`src/rtl/nsa_pkg.sv`:
```
// nsa_pkg: shared constants and helpers for the nibble-serial adder controller
package nsa_pkg;
  localparam int NIB_W = 4;
  localparam logic [1:0] ST_IDLE = 2'd0;
  localparam logic [1:0] ST_RUN  = 2'd1;
  localparam logic [1:0] ST_DONE = 2'd2;
  function automatic int idx_w(input int n);
    return (n > 1) ? $clog2(n) : 1;
  endfunction
endpackage

```
`src/rtl/be_fa4.sv`:
```
// be_fa4: 4-bit full-adder slice shared by all nibbles of the serial adder
module be_fa4
  import nsa_pkg::*;
(
  input  logic [NIB_W-1:0] a,
  input  logic [NIB_W-1:0] b,
  input  logic             ci,
  output logic [NIB_W-1:0] s,
  output logic             co
);
  assign {co, s} = {1'b0, a} + {1'b0, b} + {{NIB_W{1'b0}}, ci};
endmodule

```
`src/rtl/nibble_serial_adder_ctrl.sv`:
```
// nibble_serial_adder_ctrl: adds wide operands one nibble per clock through a single be_fa4 slice;
// defining NSA_SUB_EN adds a sub input that turns the operation into A - B.
module nibble_serial_adder_ctrl
  import nsa_pkg::*;
#(
  parameter int NIBBLES = 4,
  localparam int W = NIB_W * NIBBLES
) (
  input  logic         clk,
  input  logic         rst_n,
  input  logic         start,
  input  logic [W-1:0] a,
  input  logic [W-1:0] b,
  input  logic         cin,
`ifdef NSA_SUB_EN
  input  logic         sub,
`endif
  output logic         busy,
  output logic         done,
  output logic [W-1:0] sum,
  output logic         cout
);
  localparam int IW = idx_w(NIBBLES);
  logic [1:0]       state;
  logic [W-1:0]     a_r, b_r;
  logic             carry;
  logic [IW-1:0]    idx;
  logic [NIB_W-1:0] a_n, b_n, s_n;
  logic             co_n, accept, last, carry_init;
`ifdef NSA_SUB_EN
  logic             sub_r;
`endif
  assign accept = start && (state != ST_RUN);
  assign last   = idx == IW'(NIBBLES - 1);
  assign busy   = state == ST_RUN;
  assign done   = state == ST_DONE;
  // Select the current operand nibbles; in subtract mode B is inverted and the carry seeds the +1
  always_comb begin
    a_n = a_r[idx*NIB_W +: NIB_W];
`ifdef NSA_SUB_EN
    b_n = sub_r ? ~b_r[idx*NIB_W +: NIB_W] : b_r[idx*NIB_W +: NIB_W];
    carry_init = sub ? 1'b1 : cin;
`else
    b_n = b_r[idx*NIB_W +: NIB_W];
    carry_init = cin;
`endif
  end
  be_fa4 u_fa4 (
    .a  (a_n),
    .b  (b_n),
    .ci (carry),
    .s  (s_n),
    .co (co_n)
  );
  // Control FSM: a start outside RUN always launches a new operation, DONE lasts one cycle
  always_ff @(posedge clk or negedge rst_n) begin
    if (!rst_n) state <= ST_IDLE;
    else state <= accept ? ST_RUN : (state == ST_RUN) ? (last ? ST_DONE : ST_RUN) : ST_IDLE;
  end
  // Datapath: latch operands on accept, then fold one nibble per cycle into sum with a running carry
  always_ff @(posedge clk or negedge rst_n) begin
    if (!rst_n) begin
      a_r   <= '0;
      b_r   <= '0;
      carry <= 1'b0;
      idx   <= '0;
      sum   <= '0;
      cout  <= 1'b0;
    end else if (accept) begin
      a_r   <= a;
      b_r   <= b;
      carry <= carry_init;
      idx   <= '0;
      sum   <= '0;
      cout  <= 1'b0;
    end else if (state == ST_RUN) begin
      sum[idx*NIB_W +: NIB_W] <= s_n;
      carry <= co_n;
      idx   <= idx + 1'b1;
      if (last) cout <= co_n;
    end
  end
`ifdef NSA_SUB_EN
  // Operation mode is captured together with the operands
  always_ff @(posedge clk or negedge rst_n) begin
    if (!rst_n) sub_r <= 1'b0;
    else if (accept) sub_r <= sub;
  end
`endif
endmodule

```
`config.mk`:
```
export PLATFORM = sky130hd
export DESIGN_NAME = nibble_serial_adder_ctrl
export DESIGN_NICKNAME = d
export VERILOG_FILES = /design/src/rtl/nsa_pkg.sv /design/src/rtl/be_fa4.sv /design/src/rtl/nibble_serial_adder_ctrl.sv
export SDC_FILE = /design/constraint.sdc
export NUM_CORES = 1
export LEC_CHECK = 0
export ABC_AREA = 1
export BUFFER_PORTS_ARGS = -buffer_cell sky130_fd_sc_hd__buf_2
export CAP_MARGIN = 20
export CORE_MARGIN = 10
export CORE_UTILIZATION = 55
export CTS_CLUSTER_SIZE = 25
export DETAILED_ROUTE_END_ITERATION = 12
export GPL_ROUTABILITY_DRIVEN = 0
export PLACE_DENSITY_LB_ADDON = 0.05
export SLEW_MARGIN = 20
export SYNTH_ARGS = -nofsm -noshare
export SYNTH_HDL_FRONTEND = slang
export SYNTH_SLANG_ARGS = --single-unit
```
`constraint.sdc`:
```
create_clock -name clk -period 7 [get_ports clk]
set_input_delay 1.4 -clock clk [delete_from_list [all_inputs] [get_ports clk]]
set_output_delay 1.4 -clock clk [all_outputs]
set_load 0.005 [all_outputs]
```
=== Word level (Yosys, flattened, before mapping) ===
Cells that the tools add are included.

* Register bits after elaboration: 54
* Input port bits: 36
* Output and inout bits: 19
* Word-level logic and storage cells: 36

* Add/sub/neg operators: 4
* Equal/unequal tests: 4
* Shift operators: 4
* Multiplexer cells: 13
* Reductions and logical operators: 4

{| class="wikitable"
|+ Operator list
! operator !! number
|-
| 4-bit negator with 34-bit output || 1
|-
| 4-bit by 34-bit variable shift with 16-bit output, first input constant || 1
|-
| 4-bit by 34-bit indexed part select with 16-bit output || 1
|-
| 16-bit two-way mux || 2
|-
| 16-bit by 5-bit indexed part select with 4-bit output || 2
|-
| 16-bit bitwise mux || 1
|-
| 2-bit two-way mux || 5
|-
| 4-bit by 4-bit adder with 5-bit output || 1
|-
| 5-bit by 1-bit adder with 5-bit output || 1
|-
| 1-bit two-way mux || 5
|-
| 2-bit equality test, second input constant || 2
|-
| 2-bit nonzero test || 2
|-
| 2-bit by 1-bit adder with 2-bit output, second input constant || 1
|-
| 2-bit by 1-bit equality test with 1-bit output, second input constant || 1
|-
| 2-bit by 1-bit != test with 1-bit output, second input constant || 1
|-
| 2-bit AND reduction || 1
|-
| 1-bit logical AND || 1
|}

=== Depth between registers and ports, before layout ===
* Depth in word-level cells: 7
* Mapped depth: 11

=== Modules after synthesis ===
A second synthesis with hierarchy kept.

* Cells, all modules: 349
* Area total of the unflattened synthesis: 2820.2 µm²

{| class="wikitable"
|+ Modules (own cells, without submodules)
! module !! instances !! cells each !! area each (µm²) !! sequential area each (µm²)
|-
| nibble_serial_adder_ctrl || 1 || 324 || 2655.0 || 1351.3
|-
| be_fa4 || 1 || 25 || 165.2 || 0.0
|}

=== Worst setup path before layout ===
Ideal clock, no wire load.

* Kind: register to register
* From: register idx[0]
* To: register sum[13]
* Setup time: 0.121 ns
* Arrival: 2.101 ns
* Data required time: 6.879 ns
* Slack: 4.778 ns
* Cell stages (with the launch flop): 10
* Buffers on the path: 1
* Clock period less this slack: 2.222 ns
* Cells stage by stage: dfrtp_1 inv_1 clkbuf_1 o21ai_0 o22ai_1 fa_1 fa_1 nand2_1 nor2_1 a22o_1

* Word-level cells in the longest chain between the ends: 7
* Elaborated cells between the ends (all ways): 10
* Those cells by class: 3 x add/sub; 4 x shift; 3 x mux

{| class="wikitable"
|+ Ends and longest elaborated chain
! element !! RTL line !! source
|-
| start: declaration || nibble_serial_adder_ctrl.sv:27 || <nowiki>logic [IW-1:0] idx;</nowiki>
|-
| start signal: assignment || nibble_serial_adder_ctrl.sv:79 || <nowiki>idx <= idx + 1'b1;</nowiki>
|-
| 16-bit by 5-bit indexed part select with 4-bit output, on equally long branches || nibble_serial_adder_ctrl.sv:39, nibble_serial_adder_ctrl.sv:44 ||
|-
| 4-bit by 4-bit adder with 5-bit output || be_fa4.sv:11 || <nowiki>assign {co, s} = {1'b0, a} + {1'b0, b} + {{NIB_W{1'b0}}, ci};</nowiki>
|-
| 5-bit by 1-bit adder with 5-bit output || be_fa4.sv:11 ||
|-
| 4-bit by 34-bit indexed part select with 16-bit output || nibble_serial_adder_ctrl.sv:77 || <nowiki>sum[idx*NIB_W +: NIB_W] <= s_n;</nowiki>
|-
| 16-bit bitwise mux * || nibble_serial_adder_ctrl.sv:77 ||
|-
| 16-bit two-way mux * || nibble_serial_adder_ctrl.sv:76 || <nowiki>end else if (state == ST_RUN) begin</nowiki>
|-
| 16-bit two-way mux * || nibble_serial_adder_ctrl.sv:69 || <nowiki>end else if (accept) begin</nowiki>
|-
| end signal: indexed assignment || nibble_serial_adder_ctrl.sv:77 ||
|-
| end: declaration || nibble_serial_adder_ctrl.sv:20 || <nowiki>output logic [W-1:0] sum,</nowiki>
|}

Mark *: on every way between the ends. The rest lies on a longest branch, timed or not. The select of a mux whose other input is x is not followed.
A chain may end at the register's enable or synchronous reset.

=== Worst setup path after layout ===
* From: register idx[0]
* To: register sum[6]

Same word-level chain as after synthesis.

==> load_flow_metrics.sql <==
INSERT INTO impl_metrics (metric_group, metric, value, unit) VALUES
('worst_setup_path', 'startpoint_class', 'flop', ''),
('worst_setup_path', 'critical_path_cell_list', 'inv_1 -> o21ai_0 -> o22ai_1 -> fa_1 -> fa_1 -> xnor2_1 -> nor2_1 -> nand3_1 -> nand2_1', ''),
('timing', 'rsz0062_at_grt', 'false', ''),
('routing', 'detail_route.wl_per_cell', '14.0', 'microns'),
('worst_setup_path', 'critPathCaptureType', 'flop', ''),
('timing', 'slew_headroom', '52.8', '%'),
('clock_tree', 'cts_inserted_buffers', '5', ''),
('clock_tree', 'cts_tree', 'done', ''),
('clock_tree', 'cts-root-to-sink-buffers', '2', ''),
('synthesis', 'synth_top_family_by_area', 'simple AND/OR/NAND/NOR gates', ''),
('global_route', 'antenna_violations_before_repair', '0', ''),
('cells_and_area', 'layout.area.seq', '1350', 'sq um'),
('die', 'initial_utilization', '58.1', '%'),
('cells_and_area', 'multiInputGateArea', '1080', 'sq um'),
('clock_tree', 'cts_root_buf', 'sky130_fd_sc_hd__clkbuf_8', ''),
('clock_tree', 'clk_pin_slew', '100', 'ps'),
('timing', 'fin_crit', '3170', 'ps'),
('cells_and_area', 'postLayoutCellArea', '2950', 'sq um'),
('worst_setup_path', 'crit_fanout', '23', ''),
('timing', 'fin_worst_skew', '7.32', 'ps'),
('timing', 'fmax', '0.315', 'GHz'),
('die', 'die_area', '7830', 'sq um'),
('hold_path', 'worst_hold_path_type', 'flop to flop', ''),
('routing', 'via_count', '2118', ''),
('worst_setup_path', 'library_cell_appearing_most_often_on_the_critical_path', 'sky130_fd_sc_hd__fa_1', ''),
('clock_tree', 'cts_resized', '0', ''),
('routing', 'detail_route.vias_per_cell', '5.15', ''),
('synthesis', 'synth-warning-count', '0', ''),
('worst_setup_path', 'cp_slowest_stage_delay', '790', 'ps'),
('die', 'floorplan.io_pins', '55', ''),
('global_route', 'grt_overflow_total', '0', ''),
('routing', 'ant_nets', '0', ''),
('flow_run', 'maxCapViolations', '0', ''),
('global_route', 'gr-usage-all-layers', '15.4', '%'),
('cells_and_area', 'antennaDiodeCount', '0', ''),
('worst_setup_path', 'critical_path_arrival', '3430', 'ps'),
('die', 'std_cell_rows', '24', ''),
('global_route', 'grt_max_degree', '55', ''),
('synthesis', 'synth-seq-area-share', '52.4', '%'),
('run_status', 'run_status', 'finished, final reports clean', ''),
('cells_and_area', 'layout.cells.most_common', 'sky130_fd_sc_hd__nand2_1', ''),
('timing', 'finalSetupViolCount', '0', ''),
('timing', 'final_max_slew_viol_count', '0', ''),
('synthesis', 'postSynthCellCount', '307', ''),
('power_and_ir_drop', 'peak_supply_drop', '0.240', 'mV'),
('cells_and_area', 'fillCellCount', '414', ''),
('power_and_ir_drop', 'static-leakage-power', '1.62', 'nW'),
('worst_setup_path', 'setup.worst_path.class', 'flop to flop', ''),
('clock_tree', 'h-tree-depth', '2', ''),
('cells_and_area', 'final_cell_mix', 'sky130_fd_sc_hd__nand2_1 (122), sky130_fd_sc_hd__dfrtp_1 (54), sky130_fd_sc_hd__buf_2 (54)', ''),
('routing', 'drtIter0Drc', '84', ''),
('synthesis', 'synth_area', '2580', 'sq um'),
('power_and_ir_drop', 'power_per_cell_area', '484', 'nW/um^2'),
('synthesis', 'synth-compound-area-share', '9.75', '%'),
('placement', 'buffer_ports.inserted', '54', ''),
('clock_tree', 'insertion_delay', '310', 'ps'),
('routing', 'route.final.wire_length', '5770', 'microns'),
('worst_setup_path', 'critical_path.slowest_cell', 'sky130_fd_sc_hd__dfrtp_1', ''),
('cells_and_area', 'final_stage_net_count', '403', ''),
('cells_and_area', 'post_route_cells_drive_above_1_share', '21.7', '%'),
('synthesis', 'post_synth_and_or_nand_nor_area_fraction', '26.7', '%'),
('synthesis', 'synth_xor_xnor_area_share', '0.339', '%'),
('synthesis', 'average_footprint_of_a_synthesized_cell', '8.40', 'sq um'),
('placement', 'detailed_place_hpwl', '4290', 'microns'),
('clock_tree', 'cts_hold_repair_buffers', '0', ''),
('synthesis', 'ys_ff_latch', '54', ''),
('die', 'die_h', '88.5', 'microns'),
('synthesis', 'synth_net_count', '352', ''),
('routing', 'drc', '0', ''),
('synthesis', 'muxShareOfSynthArea', '0', '%'),
('clock_tree', 'cts.sink_count', '54', '');
==> through the flow <==
step	hold WS (ps)	util, %	worst slack (ps)	cells	power (W)
after floorplan	444	-	4780	307	0.00107
after global routing	509	66.5	3500	411	0.00157
final	485	66.5	3830	411	0.00143
after detailed placement	464	64.4	3860	403	0.00126
after CTS	489	66.5	3810	411	0.00144
after global placement	460	64.4	4000	403	0.00124
==> routing by layer <==
layer  vias up  global-route usage (%)  share of wire [%]
li1       1075                       -                  -
met1       992                    18.6                 43
met2        45                    27.3                 51
met3         6                    3.31                5.3
met4         0                    3.52               0.73
met5         -                       0                  0
==> worst reg2reg max path, stage by stage (launching register included) <==
cell and delay (ps):
sky130_fd_sc_hd__dfrtp_1 790, sky130_fd_sc_hd__inv_1 500, sky130_fd_sc_hd__o21ai_0 280, sky130_fd_sc_hd__o22ai_1 120, sky130_fd_sc_hd__fa_1 450, sky130_fd_sc_hd__fa_1 420, sky130_fd_sc_hd__xnor2_1 170, sky130_fd_sc_hd__nor2_1 190
sky130_fd_sc_hd__nand3_1 100, sky130_fd_sc_hd__nand2_1 100
==> kinds of logic after synthesis <==
logic type	after synthesis
AO/OA/AOI/OAI	43
XOR/XNOR	1
adder cells (fa/ha/maj)	9
buffers and inverters	36
flip-flops	54
AND/OR/NAND/NOR	164
==> layout make-up <==
type	count	share of cell area (%)
Tap cell	52	2.20
Inverter	25	3.18
Sequential cell	54	45.7
Clock buffer	5	2.33
Clock inverter	3	0.720
Multi-Input combinational cell	217	36.4
Timing Repair Buffer	55	9.40
==> power by group <==
group / leakage (nW) / total, W / internal [W] / switching [W]
Combinational: 0.887 / 0.000719 / 0.000262 / 0.000457
Sequential: 0.693 / 0.000536 / 0.000440 / 0.0000961
Clock: 0.0441 / 0.000176 / 0.0000706 / 0.000106
Total: 1.62 / 0.00143 / 0.000772 / 0.000659
==> cells in the mapped netlist, drive strengths merged <==
library cell / count / area share (%)
nand3: 8 / 1.6
nand4: 3 / 0.73
o22ai: 12 / 2.9
inv: 24 / 3.5
clkbuf: 4 / 0.58
buf: 7 / 1.7
nor2: 22 / 3.6
o21ai: 27 / 5.7
xnor2: 1 / 0.34
dfrtp: 54 / 52
clkinv: 1 / 0.15
nand2: 127 / 19
a21oi: 1 / 0.19
a22o: 2 / 0.68
ha: 7 / 3.4
o211ai: 1 / 0.29
nor3: 4 / 1.6
fa: 2 / 1.6
==> registers in the layout (all words and copies together) (netlist names) <==
name	cells
a_r	16
b_r	16
sum	16
idx	2
state	2
carry	1
cout	1
==> worst paths after layout <==
path / from / to / slack [ps] / cells after the start
hold reg to reg: sum[7] / sum[7] / 480 / 2
max in group asynchronous: rst_n / b_r[0] / 5360 / 2
setup reg to reg: idx[0] / sum[6] / 3830 / 9
min in group asynchronous: rst_n / sum[8] / 1200 / 2
hold / removal: sum[7] / sum[7] / 480 / 2
setup / recovery: idx[0] / sum[6] / 3830 / 9
Power figures use the tool's default switching activity.
